### src/rtl/jk_reg_array.sv
// rtl/jk_reg_array.sv - WIDTH-bit register of JK cells with count, shift and load modes
//
// Every bit is a JK cell. The mode selects where each cell's J/K come from:
// the per-bit j/k inputs, an up/down carry chain, or a shift pattern.
// load bypasses the cells; rst dominates everything.
//
// Ports:
//   clk   - clock; all state changes on the rising edge
//   rst   - synchronous active-high reset (q=RST_VAL, tc=0, chg=0)
//   en    - update enable; low holds q (load still acts)
//   mode  - 00 JK per bit, 01 count up, 10 count down, 11 shift left
//   load  - parallel load of d; overrides en and mode
//   d     - parallel load data
//   j, k  - per-bit J/K in mode 00; j[0] is the serial input in mode 11
//   q     - register state
//   qb    - ~q, derived from q
//   tc    - registered wrap / shifted-out-one flag
//   chg   - registered flag: q changed on the last edge

module jk_reg_array #(
    parameter int               WIDTH   = 8,
    parameter logic [WIDTH-1:0] RST_VAL = {WIDTH{1'b0}}
) (
    input  logic             clk,
    input  logic             rst,
    input  logic             en,
    input  logic [1:0]       mode,
    input  logic             load,
    input  logic [WIDTH-1:0] d,
    input  logic [WIDTH-1:0] j,
    input  logic [WIDTH-1:0] k,
    output logic [WIDTH-1:0] q,
    output logic [WIDTH-1:0] qb,
    output logic             tc,
    output logic             chg
);

    localparam logic [1:0] MODE_JK    = 2'b00;
    localparam logic [1:0] MODE_UP    = 2'b01;
    localparam logic [1:0] MODE_DOWN  = 2'b10;
    localparam logic [1:0] MODE_SHIFT = 2'b11;

    logic [WIDTH-1:0] q_r;
    logic             tc_r;
    logic             chg_r;

    // up_t[i]  = AND of q[i-1:0]  : bit i toggles when counting up
    // dn_t[i]  = AND of ~q[i-1:0] : bit i toggles when counting down
    logic [WIDTH-1:0] up_t;
    logic [WIDTH-1:0] dn_t;
    logic [WIDTH-1:0] shifted;
    logic [WIDTH-1:0] jv;
    logic [WIDTH-1:0] kv;
    logic [WIDTH-1:0] q_jk;
    logic [WIDTH-1:0] q_next;
    logic             tc_mode;
    logic             tc_next;
    logic             chg_next;

    always_comb begin
        up_t    = '0;
        dn_t    = '0;
        up_t[0] = 1'b1;
        dn_t[0] = 1'b1;
        for (int i = 1; i < WIDTH; i++) begin
            up_t[i] = up_t[i-1] & q_r[i-1];
            dn_t[i] = dn_t[i-1] & ~q_r[i-1];
        end
    end

    assign shifted = {q_r[WIDTH-2:0], j[0]};

    // Select J/K drive for every cell, and the wrap condition of the mode.
    always_comb begin
        jv      = '0;
        kv      = '0;
        tc_mode = 1'b0;
        case (mode)
            MODE_JK: begin
                jv = j;
                kv = k;
            end
            MODE_UP: begin
                jv      = up_t;
                kv      = up_t;
                tc_mode = &q_r;
            end
            MODE_DOWN: begin
                jv      = dn_t;
                kv      = dn_t;
                tc_mode = ~|q_r;
            end
            MODE_SHIFT: begin
                // J=s, K=~s forces each cell to the shifted-in value.
                jv      = shifted;
                kv      = ~shifted;
                tc_mode = q_r[WIDTH-1];
            end
            default: begin
                jv      = '0;
                kv      = '0;
                tc_mode = 1'b0;
            end
        endcase
    end

    // JK characteristic equation: Q+ = J.~Q + ~K.Q
    assign q_jk = (jv & ~q_r) | (~kv & q_r);

    always_comb begin
        q_next  = q_r;
        tc_next = 1'b0;
        if (load) begin
            q_next = d;
        end else if (en) begin
            q_next  = q_jk;
            tc_next = tc_mode;
        end
        chg_next = (q_next != q_r);
    end

    always_ff @(posedge clk) begin
        if (rst) begin
            q_r   <= RST_VAL;
            tc_r  <= 1'b0;
            chg_r <= 1'b0;
        end else begin
            q_r   <= q_next;
            tc_r  <= tc_next;
            chg_r <= chg_next;
        end
    end

    assign q   = q_r;
    assign qb  = ~q_r;
    assign tc  = tc_r;
    assign chg = chg_r;

endmodule

### config.mk
export PLATFORM = sky130hd
export DESIGN_NAME = jk_reg_array
export DESIGN_NICKNAME = d
export VERILOG_FILES = /design/src/rtl/jk_reg_array.sv
export SDC_FILE = /design/constraint.sdc
export NUM_CORES = 1
export LEC_CHECK = 0
export ABC_AREA = 1
export BUFFER_PORTS_ARGS = -buffer_cell sky130_fd_sc_hd__buf_2
export CAP_MARGIN = 20
export CORE_MARGIN = 4
export CORE_UTILIZATION = 49
export CTS_BUF_LIST = sky130_fd_sc_hd__clkbuf_8
export CTS_CLUSTER_DIAMETER = 120
export DETAILED_ROUTE_END_ITERATION = 10
export PLACE_DENSITY_LB_ADDON = 0.05
export SYNTH_ARGS = -nofsm -noshare
export SYNTH_HDL_FRONTEND = slang
export SYNTH_SLANG_ARGS = --single-unit
### constraint.sdc
create_clock -name clk -period 2.16 [get_ports clk]
set_input_delay 0.432 -clock clk [delete_from_list [all_inputs] [get_ports clk]]
set_output_delay 0.432 -clock clk [all_outputs]
set_load 0.005 [all_outputs]
-- After elaboration in Yosys (flattened, before gate mapping)
Index checks and enable logic that the tools add are counted.
Widths: inputs -> output; s select.
- bits in registers: 10
- input bits: 30
- output and inout port bits: 18
- equality and inequality tests: 4
- muxes and demuxes: 5
- bitwise operators: 26
- reduce and logical (&&, ||, !) cells: 5
- operators with widths (operator ; count):
    $pmux 8 s4 ; 2
    $not 8->8 ; 3
    $and 8x8->8 ; 2
    $mux 8 ; 2
    $and 1x1->1 ; 12
    $ne 8x8->1 ; 1
    $not 1->1 ; 8
    $or 8x8->8 ; 1
    $reduce_and 8->1 ; 1
    $reduce_or 8->1 ; 1
    $eq 2x2->1 const B ; 2
    $pmux 1 s3 ; 1
    $reduce_or 3->1 ; 1
    $eq 2x1->1 const B ; 1
    $logic_not 2->1 ; 1
    $logic_not 1->1 ; 1

-- Depth between registers and ports, before layout
- word-level depth: 14
- gate-level depth with buffers: 16
- gate-level depth less buffers: 15

-- Worst setup path after synthesis
OpenSTA, ideal clock, no wires.
- path kind: input to register
- start point: in load
- end point: reg chg_r (netlist: chg)
- library setup time: 128 ps
- arrival time: 1504 ps
- data required time: 2032 ps
- setup slack: 528 ps
- stages: 10
- buffers on the path: 2
- path through: buf_2 -> inv_1 -> clkbuf_1 -> or2_2 -> o211ai_1 -> nand4_1 -> nor2_1 -> nand3_1 -> nor2_1 -> nor2_1
- cells in the longest elaborated chain, start to end: 2
- RTL lines (what ; RTL line ; source):
    start, declared ; 28 ; input logic load,
    $mux 8 ; 113 ; if (load) begin
    $ne 8x8->1 ; 119 ; chg_next = (q_next != q_r);
    end signal, assigned ; 130 ; chg_r <= chg_next;
    end, declared ; 45 ; logic chg_r;
Every way passes these cells.
A chain may end at the register's enable or synchronous reset.

-- Worst setup path after layout
- start point: reg q_r[0] (netlist: q[0])
- end point: reg chg_r (netlist: chg)
- cells in the longest elaborated chain, start to end: 14
- RTL lines (what ; RTL line ; source):
    start, declared ; 43 ; logic [WIDTH-1:0] q_r;
    start signal, assigned ; 128 ; q_r <= q_next;
    $not 1->1 ; 67 ; dn_t[i] = dn_t[i-1] & ~q_r[i-1];
    $and 1x1->1 (6 in series) ; 67 ;
    $pmux 8 s4 ; 78 ; case (mode)
    $not 8->8 ; 108 ; assign q_jk = (jv & ~q_r) | (~kv & q_r);
    $and 8x8->8 ; 108 ;
    $or 8x8->8 ; 108 ;
    $mux 8 ; 115 ; end else if (en) begin
    $mux 8 ; 113 ;
    $ne 8x8->1 (*) ; 119 ;
Mark *: on every way between the ends. The rest lies on a longest branch, timed or not.

==> flow_metrics.py <==
metrics = {
    "critical_path": {
        "cp.required_ns": 2.29,
        "cp_common_cell": "nand2_1",
        "critPathLaunchType": "flip-flop",
        "cp_top_family": "simple AND/OR/NAND/NOR gates",
        "critPathArrivalTime_ns": 1.94,
        "critPathSlowestCell": "dfxtp_1",
        "crit_path_end_kind": "flip-flop",
        "critPathBufInv": 1,
        "crit_path_cell_trace": "inv_1 -> nand2_1 -> nor2_2 -> nand2_1 -> nand3_1 -> o21ai_1 -> nand3_1 -> nand2_1 -> nand2_1 -> nand2_1 -> nand3_1 -> nor2_1 -> nor2_1",
        "r2r_setup_slack_ns": 0.36,
        "slowest_delay_ns": 0.50,
        "criticalPathCategory": "flip-flop to flip-flop",
        "rr_endpoint": "chg",
        "worst-path-max-fanout": 9,
        "rr_worst_depth": 13,
        "r2r_start": "q[0]",
    },
    "routing": {
        "vias_per_cell": 5.35,
        "drtAntennaViolNets": 0,
        "dr.pass1.iters": 4,
        "drc_errors": 0,
        "vias": 1583,
        "drtIter0Drc": 52,
        "wl_um": 3570,
        "wl_per_cell_um": 12.1,
    },
    "placed_design": {
        "hpwl_um": 2790,
        "placed_cells": 292,
        "portBuffers": 47,
        "place.gp.congestion": 0.903,
    },
    "final_layout": {
        "drive_gt1_share_pct": 24.6,
        "fin_cells": 296,
        "final_cell_mix": "nand2_1, buf_2, nor2_1",
        "antenna_cells": 0,
        "final_common_cell": "nand2_1",
        "area_growth_pct": 26.2,
        "nets": 299,
        "fill_cells": 254,
    },
    "floorplan": {
        "die_h_um": 56.2,
        "dieArea_um2": 3160,
        "core_area_um2": 2210,
        "start_util_pct": 51.4,
        "io_pins": 48,
        "core.rowCount": 17,
        "die_w_um": 56.2,
    },
    "hold_path": {
        "holdPathStages": 2,
        "worstHoldStart": "rst",
        "min_to": "q[6]",
        "hold_path.class": "primary input to flip-flop",
    },
    "timing": {
        "finalSetupViolCount": 0,
        "skew_ns": 0.00942,
        "finalMaxSlewViolations": 0,
        "slew_headroom_pct": 71.4,
        "min_period_ns": 1.80,
        "tightest_slew_ns": 0.429,
        "fin_crit_sh_pct": 83.5,
        "tns_ns": 0,
        "rsz0062_at_grt": "false",
        "hold_violations": 0,
        "fmax_mhz": 555,
    },
    "clock_tree": {
        "root_buffer": "clkbuf_8",
        "post-cts-setup-buffers": 0,
        "htree_levels": 1,
        "clock_sinks": 10,
        "cts_tree": "built",
        "ctsResizeCount": 0,
        "cts_max_path_buffers": 2,
        "hold_buffers": 0,
        "cts_made_buffers": 3,
        "clk_pin_slew_ns": 0.06,
        "clk_latency_ns": 0.25,
    },
    "power_and_ir_drop": {
        "p_leak_nw": 0.803,
        "irDropWorstVdd_mv": 0.388,
        "swShare_pct": 35.7,
        "p_int_mw": 0.463,
        "pwr-share-seq_pct": 30.7,
        "p_per_area_nw_per_um2": 502,
        "combPwrFrac_pct": 35.1,
        "p_switching_mw": 0.258,
        "clkPwrFrac_pct": 34.2,
    },
    "grt": {
        "track_usage_pct": 22.5,
        "grt_overflow": 0,
        "antenna_found_initial": 0,
        "grt_pass1_wl_um": 5820,
        "grt_pass1_vias": 1352,
        "grt_max_degree": 20,
    },
    "logic_synthesis": {
        "synth-seq-area-share_pct": 17.6,
        "synthesis.area_um2": 1140,
        "synth_cell_type_count": 22,
        "yosys_warnings": 0,
        "ys_seq_elements": 10,
        "syn_avg_cell_area_um2": 5.10,
        "synth_nets": 253,
        "syn-instance-count": 223,
    },
    "status": {
        "status": "finished clean",
    },
    "job": {
        "drv_cap": 0,
    },
}
-- logic make-up after synthesis --
group / share of synthesized area [%]
AO/OA/AOI/OAI: 9.46
buffers and inverters: 10.7
flip-flops: 17.6
AND/OR/NAND/NOR: 62.3
-- through the flow --
stage / power [mW] / util (%) / hold slack, ns / area (um^2) / setup WS (ns)
floorplan: 0.387 / - / 0.548 / 1140 / 0.528
global placement: 0.474 / 62.4 / 0.609 / 1380 / 0.233
detailed placement: 0.475 / 62.4 / 0.616 / 1380 / 0.205
CTS: 0.715 / 64.9 / 0.494 / 1440 / 0.379
global route: 0.765 / 64.9 / 0.502 / 1440 / 0.148
finish: 0.721 / 64.9 / 0.498 / 1440 / 0.357
-- final cells by class --
cell class	instances	area [um^2]	area share, %
Multi-Input combinational cell	184	816	56.8
Timing Repair Buffer	49	250	17.4
Sequential cell	10	200	13.9
Inverter	21	78.8	5.49
Clock buffer	4	55.1	3.84
Tap cell	28	35.0	2.44
-- routing by layer --
metal  global-route usage [%]  wire [um]  vias up
met5                        0          0        -
met4                     9.15         63        0
met3                     6.03        324       10
met2                     38.1       1720       58
met1                     26.7       1470      711
li1                         -          -      804
-- Yosys cell counts, drive strengths merged --
| library cell | count | share of area [%] |
|---|---|---|
| nor4 | 1 | 0.55 |
| or2 | 8 | 4.4 |
| clkbuf | 2 | 0.66 |
| nor3 | 4 | 1.8 |
| nand3b | 1 | 0.66 |
| buf | 6 | 3.1 |
| nor2 | 48 | 16 |
| nand4 | 4 | 2.2 |
| dfxtp | 10 | 18 |
| a21oi | 9 | 4.0 |
| nand3 | 31 | 14 |
| o21ai | 8 | 3.5 |
| o21bai | 1 | 0.66 |
| o211ai | 2 | 1.3 |
| nand2 | 67 | 23 |
| inv | 21 | 6.9 |
-- flip-flops by register name (all words and copies together) (netlist names) --
name	cells
q	8
tc	1
chg	1
-- power by group through the flow --
stage	Sequential [mW]	Combinational [mW]	Clock [mW]
after CTS	0.221	0.252	0.242
after global placement	0.225	0.249	0
after floorplan	0.216	0.172	0
final	0.221	0.253	0.247
after detailed placement	0.225	0.250	0
after global routing	0.224	0.287	0.254
-- worst max path at each step --
stage	startpoint	end	slack [ns]	depth (start not counted)
after detailed placement	mode[0]	chg	0.20	15
after global placement	mode[0]	chg	0.23	13
after floorplan	load	chg	0.53	10
after global routing	q[0]	chg	0.15	11
after CTS	q[2]	chg	0.38	13
final	q[0]	chg	0.36	13
(Power assumes the default switching activity.)
